**config.mk**
```make
export PLATFORM = sky130hd
export DESIGN_NAME = pwm_fader
export DESIGN_NICKNAME = d
export VERILOG_FILES = /design/src/rtl/pwm_fader.sv
export SDC_FILE = /design/constraint.sdc
export NUM_CORES = 1
export LEC_CHECK = 0
export BUFFER_PORTS_ARGS = -buffer_cell sky130_fd_sc_hd__clkbuf_2
export CORE_MARGIN = 2
export CORE_UTILIZATION = 60
export DETAILED_ROUTE_END_ITERATION = 6
export PLACE_DENSITY = 0.8
export SYNTH_ARGS = -nofsm -noshare
export SYNTH_HDL_FRONTEND = slang
export SYNTH_SLANG_ARGS = --single-unit
```
**constraint.sdc**
```tcl
create_clock -name clock -period 5.6 [get_ports clock]
set_input_delay 0.28 -clock clock [delete_from_list [all_inputs] [get_ports clock]]
set_output_delay 0.28 -clock clock [all_outputs]
set_load 0.1 [all_outputs]
```
**src/rtl/pwm_fader.sv**
```systemverilog
// Brightness fader for a downstream PWM: generates the PWM tick and steps the
// duty value toward a requested goal once every STEP_PERIODS PWM periods.
module pwm_fader #(
    parameter int MAX_VALUE    = 1000,
    parameter int BITS         = 10,
    parameter int TICK_DIV     = 50,
    parameter int STEP_PERIODS = 4
) (
    input  logic            clock,
    input  logic            reset_n,
    input  logic [BITS-1:0] target,
    input  logic [BITS-1:0] step,
    input  logic            instant,
    input  logic            target_valid,
    output logic            target_ready,
    output logic            tick,
    output logic [BITS-1:0] value,
    output logic            busy
);

    localparam int DIV_W = (TICK_DIV > 1) ? $clog2(TICK_DIV) : 1;
    localparam int PER_W = (MAX_VALUE > 1) ? $clog2(MAX_VALUE) : 1;
    localparam int STP_W = (STEP_PERIODS > 1) ? $clog2(STEP_PERIODS) : 1;

    localparam logic [DIV_W-1:0] DIV_LAST = DIV_W'(TICK_DIV - 1);
    localparam logic [PER_W-1:0] PER_LAST = PER_W'(MAX_VALUE - 1);
    localparam logic [STP_W-1:0] STP_LAST = STP_W'(STEP_PERIODS - 1);
    localparam logic [BITS:0]    MAXV     = (BITS+1)'(MAX_VALUE);

    typedef enum logic {IDLE, FADE} state_t;

    state_t          r_state;
    logic [DIV_W-1:0] r_div;
    logic [PER_W-1:0] r_per;
    logic [STP_W-1:0] r_stp;
    logic            r_tick;
    logic            r_ready;
    logic            r_busy;
    logic [BITS-1:0] r_value;
    logic [BITS-1:0] r_goal;
    logic [BITS-1:0] r_step;

    logic            w_period_end;
    logic            w_step_strobe;
    logic            w_accept;
    logic [BITS-1:0] w_goal;
    logic [BITS-1:0] w_step;
    logic [BITS:0]   w_val_ext;
    logic [BITS:0]   w_goal_ext;
    logic [BITS:0]   w_step_ext;
    logic [BITS:0]   w_sum;
    logic [BITS:0]   w_diff;
    logic [BITS-1:0] w_next;

    // Tick divider, PWM period counter and fade-step counter, all free-running.
    always_ff @(posedge clock or negedge reset_n) begin
        if (!reset_n) begin
            r_div  <= '0;
            r_tick <= 1'b0;
            r_per  <= '0;
            r_stp  <= '0;
        end else begin
            r_tick <= (r_div == DIV_LAST);
            r_div  <= (r_div == DIV_LAST) ? '0 : r_div + DIV_W'(1);
            if (r_tick)
                r_per <= (r_per == PER_LAST) ? '0 : r_per + PER_W'(1);
            if (w_period_end)
                r_stp <= (r_stp == STP_LAST) ? '0 : r_stp + STP_W'(1);
        end
    end

    assign w_period_end  = r_tick && (r_per == PER_LAST);
    assign w_step_strobe = w_period_end && (r_stp == STP_LAST);
    assign w_accept      = target_valid && r_ready;
    assign w_goal        = ({1'b0, target} > MAXV) ? MAXV[BITS-1:0] : target;
    assign w_step        = (step == '0) ? BITS'(1) : step;

    // One fade step at BITS+1 width so it can neither wrap nor overshoot the goal.
    always_comb begin
        w_val_ext  = {1'b0, r_value};
        w_goal_ext = {1'b0, r_goal};
        w_step_ext = {1'b0, r_step};
        w_sum      = w_val_ext + w_step_ext;
        w_diff     = w_val_ext - w_step_ext;
        w_next     = r_goal;
        if (w_goal_ext > w_val_ext) begin
            if (w_sum < w_goal_ext)
                w_next = w_sum[BITS-1:0];
        end else begin
            if (w_val_ext > w_goal_ext + w_step_ext)
                w_next = w_diff[BITS-1:0];
        end
    end

    always_ff @(posedge clock or negedge reset_n) begin
        if (!reset_n) begin
            r_state <= IDLE;
            r_ready <= 1'b0;
            r_busy  <= 1'b0;
            r_value <= '0;
            r_goal  <= '0;
            r_step  <= '0;
        end else begin
            case (r_state)
                IDLE: begin
                    r_ready <= 1'b1;
                    r_busy  <= 1'b0;
                    if (w_accept) begin
                        r_goal <= w_goal;
                        r_step <= w_step;
                        if (instant) begin
                            r_value <= w_goal;
                        end else if (w_goal != r_value) begin
                            r_state <= FADE;
                            r_ready <= 1'b0;
                            r_busy  <= 1'b1;
                        end
                    end
                end
                FADE: begin
                    if (w_step_strobe) begin
                        r_value <= w_next;
                        if (w_next == r_goal) begin
                            r_state <= IDLE;
                            r_ready <= 1'b1;
                            r_busy  <= 1'b0;
                        end
                    end
                end
                default: r_state <= IDLE;
            endcase
        end
    end

    assign target_ready = r_ready;
    assign tick         = r_tick;
    assign value        = r_value;
    assign busy         = r_busy;

endmodule

```
==> results_dict.tcl, run 1 <==
set metrics [dict create \
    cts_resized 0 \
    area_growth_pct 6.74 \
    synth_area_leaders "dfrtp_1 (26%), ha_1 (16%), xnor2_1 (6.8%)" \
    fmax_mhz 213 \
    p_leak_nw 2.37 \
    drc_errors 0 \
    synth_most_common_cell "ha_1" \
    nets 683 \
    viasPerCell 6.42 \
    grt_max_degree 53 \
    clock-sinks 52 \
    vias 4494 \
    cts_setup_buffers 0 \
    dp.cells 692 \
    rows 33 \
    start_util_pct 60.8 \
    routed_wl_um 12900 \
    async_reset_ff_share_pct 100 \
    final_cell_count_no_fill 700 \
    hold_class "in -> async" \
    path_class "reg -> reg" \
    finalSetupTns_ns 0 \
    tightest_slew_ns 1.12 \
    setup_viol 0 \
    ys_warn_count 0 \
    cts_tree "yes" \
    die_w_um 94.5 \
    gp_congestion 1.06 \
    firstDrtPassIters 5 \
    outcome "completed" \
    io_pins 37 \
    synth_nets 656 \
    dpl.hpwl_um 10300 \
    netlist_area_um2 4920 \
    critPathCaptureType "register" \
    finClkSkew_ns 0.00991 \
    ctsRootBufferMaster "clkbuf_8" \
    antenna_cells 0 \
    worst_ep_arrival_time_ns 4.91 \
    irDropWorstVdd_v 0.000173 \
    critPathMaxFanout 8 \
    seq_area_frac_synth_pct 26.5 \
    post_synth.cell_area_avg_um2 8.67 \
    path_clk_slew_ns 0.10 \
    fin_crit_sh_pct 84.0 \
    synthTopCellsByCount "ha_1 (62), inv_1 (53), dfrtp_1 (52), nand2_1 (41), nor2_1 (39)" \
    grt_pass1_wl_um 20900 \
    drt_iter0_drc 336 \
    gr-total-overflow 0 \
    wl_per_cell_um 18.4 \
    drive_above_1_share_pct 12.9 \
    synth_cells 567 \
    antenna_found_initial 0 \
    core_area_um2 8090 \
    reg2regPathDepth 17 \
    cts_buffers 5 \
    hold_violations 0 \
    die_area_um2 8940 \
    rsz0062_at_grt "false" \
    max-cap-violations 0 \
    clockBufferDepth 2 \
    synth_edf_count 0 \
    yosys.area.top_type "dfrtp_1" \
    yosys_register_bits 52 \
    start_kind "register" \
    power_density_nw_per_um2 125 \
    reg2reg_setup_slack_ns 0.89 \
    finalMaxSlewViolations 0 \
    worstPathRequired_ns 5.81 \
    grt_pass1_vias 4292 \
    insertion_delay_ns 0.31 \
    io_buffer_count 36 \
    yosysUniqueCellTypes 69 \
    cts_max_level 2 \
    hold_buffers 0 \
    final_antenna_net_count 0 \
    slew_headroom_pct 25.1 \
    gr-usage-all-layers_pct 30.0 \
    period_needed_ns 4.71 \
    synth_top_area_share_pct 26.5 \
    synth_flop_cell "dfrtp_1" \
    die_h_um 94.5 \
]
## final timing paths
check                                      start                       end
hold / removal                           reset_n     r_step[3]$_DFFE_PN0P_
hold reg to reg               r_div[0]$_DFF_PN0_        r_div[0]$_DFF_PN0_
max in group asynchronous                reset_n      r_per[0]$_DFFE_PN0P_
min in group clock                       step[5]     r_step[5]$_DFFE_PN0P_
setup reg to reg           r_goal[1]$_DFFE_PN0P_  target_ready$_DFFE_PN0P_
setup / recovery           r_goal[1]$_DFFE_PN0P_  target_ready$_DFFE_PN0P_
## area by class of cell
class / instances / area [um^2]
Inverter: 53 / 199
Clock buffer: 6 / 72.6
Sequential cell: 52 / 1300
Timing Repair Buffer: 38 / 195
Fill cell: 684 / 2840
Clock inverter: 2 / 16.3
Tap cell: 105 / 131
Multi-Input combinational cell: 444 / 3330
## layout by cell type, fill, tap and decap left out, types with 4 or more instances in the layout
| cell | n |
|---|---|
| ha_1 | 62 |
| inv_1 | 53 |
| dfrtp_1 | 52 |
| nand2_1 | 41 |
| nor2_1 | 39 |
| xnor2_1 | 38 |
| clkbuf_2 | 36 |
| a21oi_1 | 29 |
| o21ai_0 | 27 |
| nand3_1 | 23 |
| mux2_2 | 16 |
| xor2_1 | 15 |
| nor3_1 | 12 |
| a31oi_1 | 11 |
| nand4_1 | 9 |
| nand2b_1 | 8 |
| a21o_1 | 8 |
| o211ai_1 | 7 |
| o22ai_1 | 7 |
| nor4_1 | 6 |
| o21a_1 | 6 |
| clkbuf_8 | 5 |
| o31ai_1 | 4 |
| a311o_1 | 4 |
| a211oi_1 | 4 |
| and2_1 | 4 |
## sequential cells by signal, indices dropped and copies added (netlist names)
register,cells
r_step,10
busy,1
r_state,1
tick,1
r_goal,10
r_per,10
r_stp,2
value,10
r_div,6
target_ready,1
## per-stage QoR
stage / hold slack, ns / instance area (um^2) / setup slack (ns) / total power [mW] / utilization, %
after global placement: 0.432 / 5160 / 1.12 / 0.449 / 63.8
after detailed placement: 0.437 / 5160 / 0.971 / 0.450 / 63.8
after global routing: 0.156 / 5250 / 0.736 / 0.684 / 64.9
after CTS: 0.102 / 5250 / 0.955 / 0.665 / 64.9
after floorplan: -0.0156 / 4920 / 1.24 / 0.421 / -
final: 0.0669 / 5250 / 0.895 / 0.658 / 64.9
## worst max-delay path, cell delays in order (launching register included)
cell	delay, ns
dfrtp_1	0.52
ha_1	0.35
a21o_1	0.16
a21oi_1	0.22
o21bai_1	0.10
a21oi_1	0.22
o21ai_0	0.20
a21o_1	0.22
a21oi_1	0.18
xor2_1	0.16
ha_1	0.26
nand3_1	0.13
nor3_1	0.07
a211o_1	0.30
nor4b_2	0.69
a22oi_1	0.28
o2111a_1	0.34
a21bo_2	0.20
## power breakdown
part           total (mW)  switching, mW  internal [mW]  leakage, nW
clock network       0.214          0.125         0.0891       0.0414
registers           0.378        0.00226          0.376        0.657
logic              0.0657         0.0425         0.0233         1.67
total               0.658          0.170          0.488         2.37
## cell families after synthesis
family                   count (synthesis)  synth area share (%)
AO/OA/AOI/OAI                          150                  21.7
XOR/XNOR                                53                  9.44
adder cells (fa/ha/maj)                 65                  17.0
buffers and inverters                   71                  5.75
flip-flops                              52                  26.5
multiplexers                            17                  3.87
AND/OR/NAND/NOR                        159                  15.8
## routing by layer
metal	wire, um	share of wire (%)	GRT usage (%)
met5	0	0	0
met4	426	3.3	10.9
met3	1120	8.7	3.43
met2	5930	46	48.6
met1	5440	42	41.5
(Power assumes the default switching activity.)
==> run 2, diff against run 1 <==
ABC_AREA = 1   (was unset)
CORE_UTILIZATION = 56   (was 60)
PLACE_DENSITY = 0.78   (was 0.8)
clock period = 4.3 ns   (was 5.6 ns; I/O delays follow)
==> run 2 against run 1 <==
Compared with the run above:
- the run now ends with negative hold slack left
- fmax up 19%
- wire length increased by 16%
- non-clock buffer count increased by 14
- sequential power up 32%
- worst hold slack got worse by 0.087 ns
- setup slack got worse by 0.55 ns
- cell area up 8.0%
- combinational power rose to 3.9 times the previous value
- highest routed layer unchanged
- register-to-register slack worse by 0.55 ns
- critical path depth rose by 9
- core utilization shrank 2.6 points
==> results_dict.tcl, run 2 <==
set metrics [dict create \
    outcome "finished with violations" \
    failed_checks "negative hold slack" \
    period_needed_ns 3.96 \
    cpMaxStageDelayCell "dfrtp_1" \
    max_stage_delay_ns 0.43 \
    grtUsageMet2_pct 52.5 \
    io_buffer_count 36 \
    yosys.area.top_type "dfrtp_1" \
    cts_max_level 2 \
    hold_violations 11 \
    finClkSkew_ns 0.0204 \
    rows 35 \
    hold_buffers 0 \
    r2r-start "value[0]$_DFFE_PN0P_" \
    synth_most_common_cell "nand2_1" \
    setup_viol 0 \
    wl_per_cell_um 16.3 \
    grt_pass1_wl_um 24100 \
    ys_warn_count 0 \
    mostFrequentLayoutCells "nand2_1 (173), inv_1 (127), nand3_1 (82), ha_1 (61), dfrtp_1 (50)" \
    critPathCaptureType "register" \
    yosysUniqueCellTypes 40 \
    p_leak_nw 3.18 \
    ctsRootBufferMaster "clkbuf_8" \
    clockBufferDepth 2 \
    synth_flop_cell "dfrtp_1" \
    io_pins 37 \
    met1_usage_pct 41.2 \
    vias 5182 \
    netlist_area_um2 5180 \
    synth_nets 849 \
    viasPerCell 5.67 \
    finalSetupTns_ns 0 \
    gp_congestion 0.962 \
    die_w_um 100 \
    top_usage_layer "met2" \
    cts_tree "yes" \
    die_h_um 100 \
    grt_max_degree 53 \
    antenna_cells 0 \
    post_synth.cell_area_avg_um2 6.82 \
    gr-total-overflow 0 \
    final_util_pct 62.3 \
    cts_buffers 5 \
    synth_area_leaders "dfrtp_1 (25%), ha_1 (15%), nand2_1 (13%)" \
    fmax_mhz 253 \
    yosys_register_bits 52 \
    drive_above_1_share_pct 12.0 \
    synth_top_area_share_pct 25.1 \
    path_clk_slew_ns 0.11 \
    firstDrtPassIters 6 \
    nets 891 \
    synthTopCellsByCount "nand2_1 (173), inv_1 (128), nand3_1 (83), ha_1 (62), dfrtp_1 (52)" \
    hold_class "in -> async" \
    reg2reg_setup_slack_ns 0.34 \
    worstPathRequired_ns 4.52 \
    slew_headroom_pct 54.9 \
    rsz0062_at_grt "false" \
    cpMostUsedCell "nand2_1" \
    drc_errors 0 \
    max-cap-violations 0 \
    start_util_pct 56.9 \
    area_growth_pct 9.44 \
    synth_edf_count 0 \
    grt_pass1_vias 4903 \
    final_antenna_net_count 0 \
    die_area_um2 10000 \
    synth_cells 760 \
    async_reset_ff_share_pct 100 \
    drt_iter0_drc 420 \
    gr-usage-all-layers_pct 30.8 \
    insertion_delay_ns 0.32 \
    fin_crit_sh_pct 92.1 \
    power_density_nw_per_um2 183 \
    grt_use_met3_pct 2.92 \
    reg2regPathDepth 26 \
    seq_area_frac_synth_pct 25.1 \
    start_kind "register" \
    dpl.hpwl_um 12100 \
    finalMaxSlewViolations 0 \
    antenna_found_initial 0 \
    path_class "reg -> reg" \
    tightest_slew_ns 0.676 \
    routed_wl_um 14900 \
    clock-sinks 52 \
    final_common_cell "nand2_1" \
    critPathMaxFanout 11 \
    holdWs_ns -0.0199 \
    worst_ep_arrival_time_ns 4.18 \
    rr_endpoint "target_ready$_DFFE_PN0P_" \
    core_area_um2 9110 \
    irDropWorstVdd_v 0.000231 \
]
## run 2: changes by cell type after synthesis, sizes merged, moves of 7 or more
cell / previous run / this run
nand2: 41 / 189
inv: 53 / 132
nand3: 23 / 85
xnor2: 38 / 6
o21ai: 27 / 49
mux2: 16 / 0
a21oi: 30 / 43
nand2b: 8 / 0
a21o: 10 / 3
a31oi: 11 / 4
## run 2: how the worst max path moves through the flow
stage	start	end	cells past startpoint
4_1_cts	r_goal[2]$_DFFE_PN0P_	target_ready$_DFFE_PN0P_	31
3_5_place_dp	r_goal[2]$_DFFE_PN0P_	target_ready$_DFFE_PN0P_	30
2_1_floorplan	value[1]$_DFFE_PN0P_	target_ready$_DFFE_PN0P_	28
6_report	value[0]$_DFFE_PN0P_	target_ready$_DFFE_PN0P_	26
3_3_place_gp	r_goal[2]$_DFFE_PN0P_	target_ready$_DFFE_PN0P_	30
5_1_grt	r_goal[2]$_DFFE_PN0P_	busy$_DFFE_PN0P_	31
## run 2: critical path: cells and delay by family (launching register included)
family          cells  cell delay, ns
simple gates       14            1.28
compound gates      4            0.63
buf+inv             4            0.34
flops               1            0.43
fa+ha+maj           3            0.93
xor+xnor            1            0.25
## run 2: per-layer routing
metal,wire (um),vias to the layer above
met5,0,-
met4,449,0
met3,773,29
met2,7160,159
met1,6550,2422
li1,-,2572
## run 2: layout make-up
| class | instances | area [um^2] |
|---|---|---|
| tap | 111 | 139 |
| inverter | 132 | 495 |
| clock buffer | 5 | 68.8 |
| sequential | 52 | 1300 |
| timing repair buffer | 52 | 317 |
| multi-input combinational | 559 | 3330 |
| fill | 859 | 3440 |
| clock inverter | 3 | 21.3 |
## run 2: power by group
part           switching [mW]  total (mW)  internal, mW
registers             0.00515       0.498         0.493
logic                   0.174       0.253        0.0795
clock network           0.169       0.285         0.116
## run 2: what timing repair did
action	in CTS	in global routing
setup buffers	0	1
resized for setup	0	7
setup endpoints to repair	0	3
## run 2: kinds of logic (layout without fill, tap and decap cells)
logic type,count (synthesis),in the layout,share of synthesized area (%)
xor gates and xnor gates,22,22,3.72
adders and majority gates,65,65,16.1
buffers and inverters,149,192,11.1
muxes,2,2,0.386
DFF,52,52,25.1
and+or+nand+nor,346,346,29.8
AOI/OAI and AO/OA,124,124,13.7
## run 2: per-stage QoR
step           std cells  hold WS, ns  power (mW)  area (um^2)  setup WS, ns
3_3_place_gp         905        0.364       0.748         5530         0.137
2_1_floorplan        760      -0.0806       0.676         5180         0.174
5_1_grt              914       0.0508        1.08         5670        0.0499
3_5_place_dp         905        0.362       0.752         5530        0.0672
6_report             914      -0.0199        1.04         5670         0.342
4_1_cts              913       0.0167        1.03         5620        0.0548
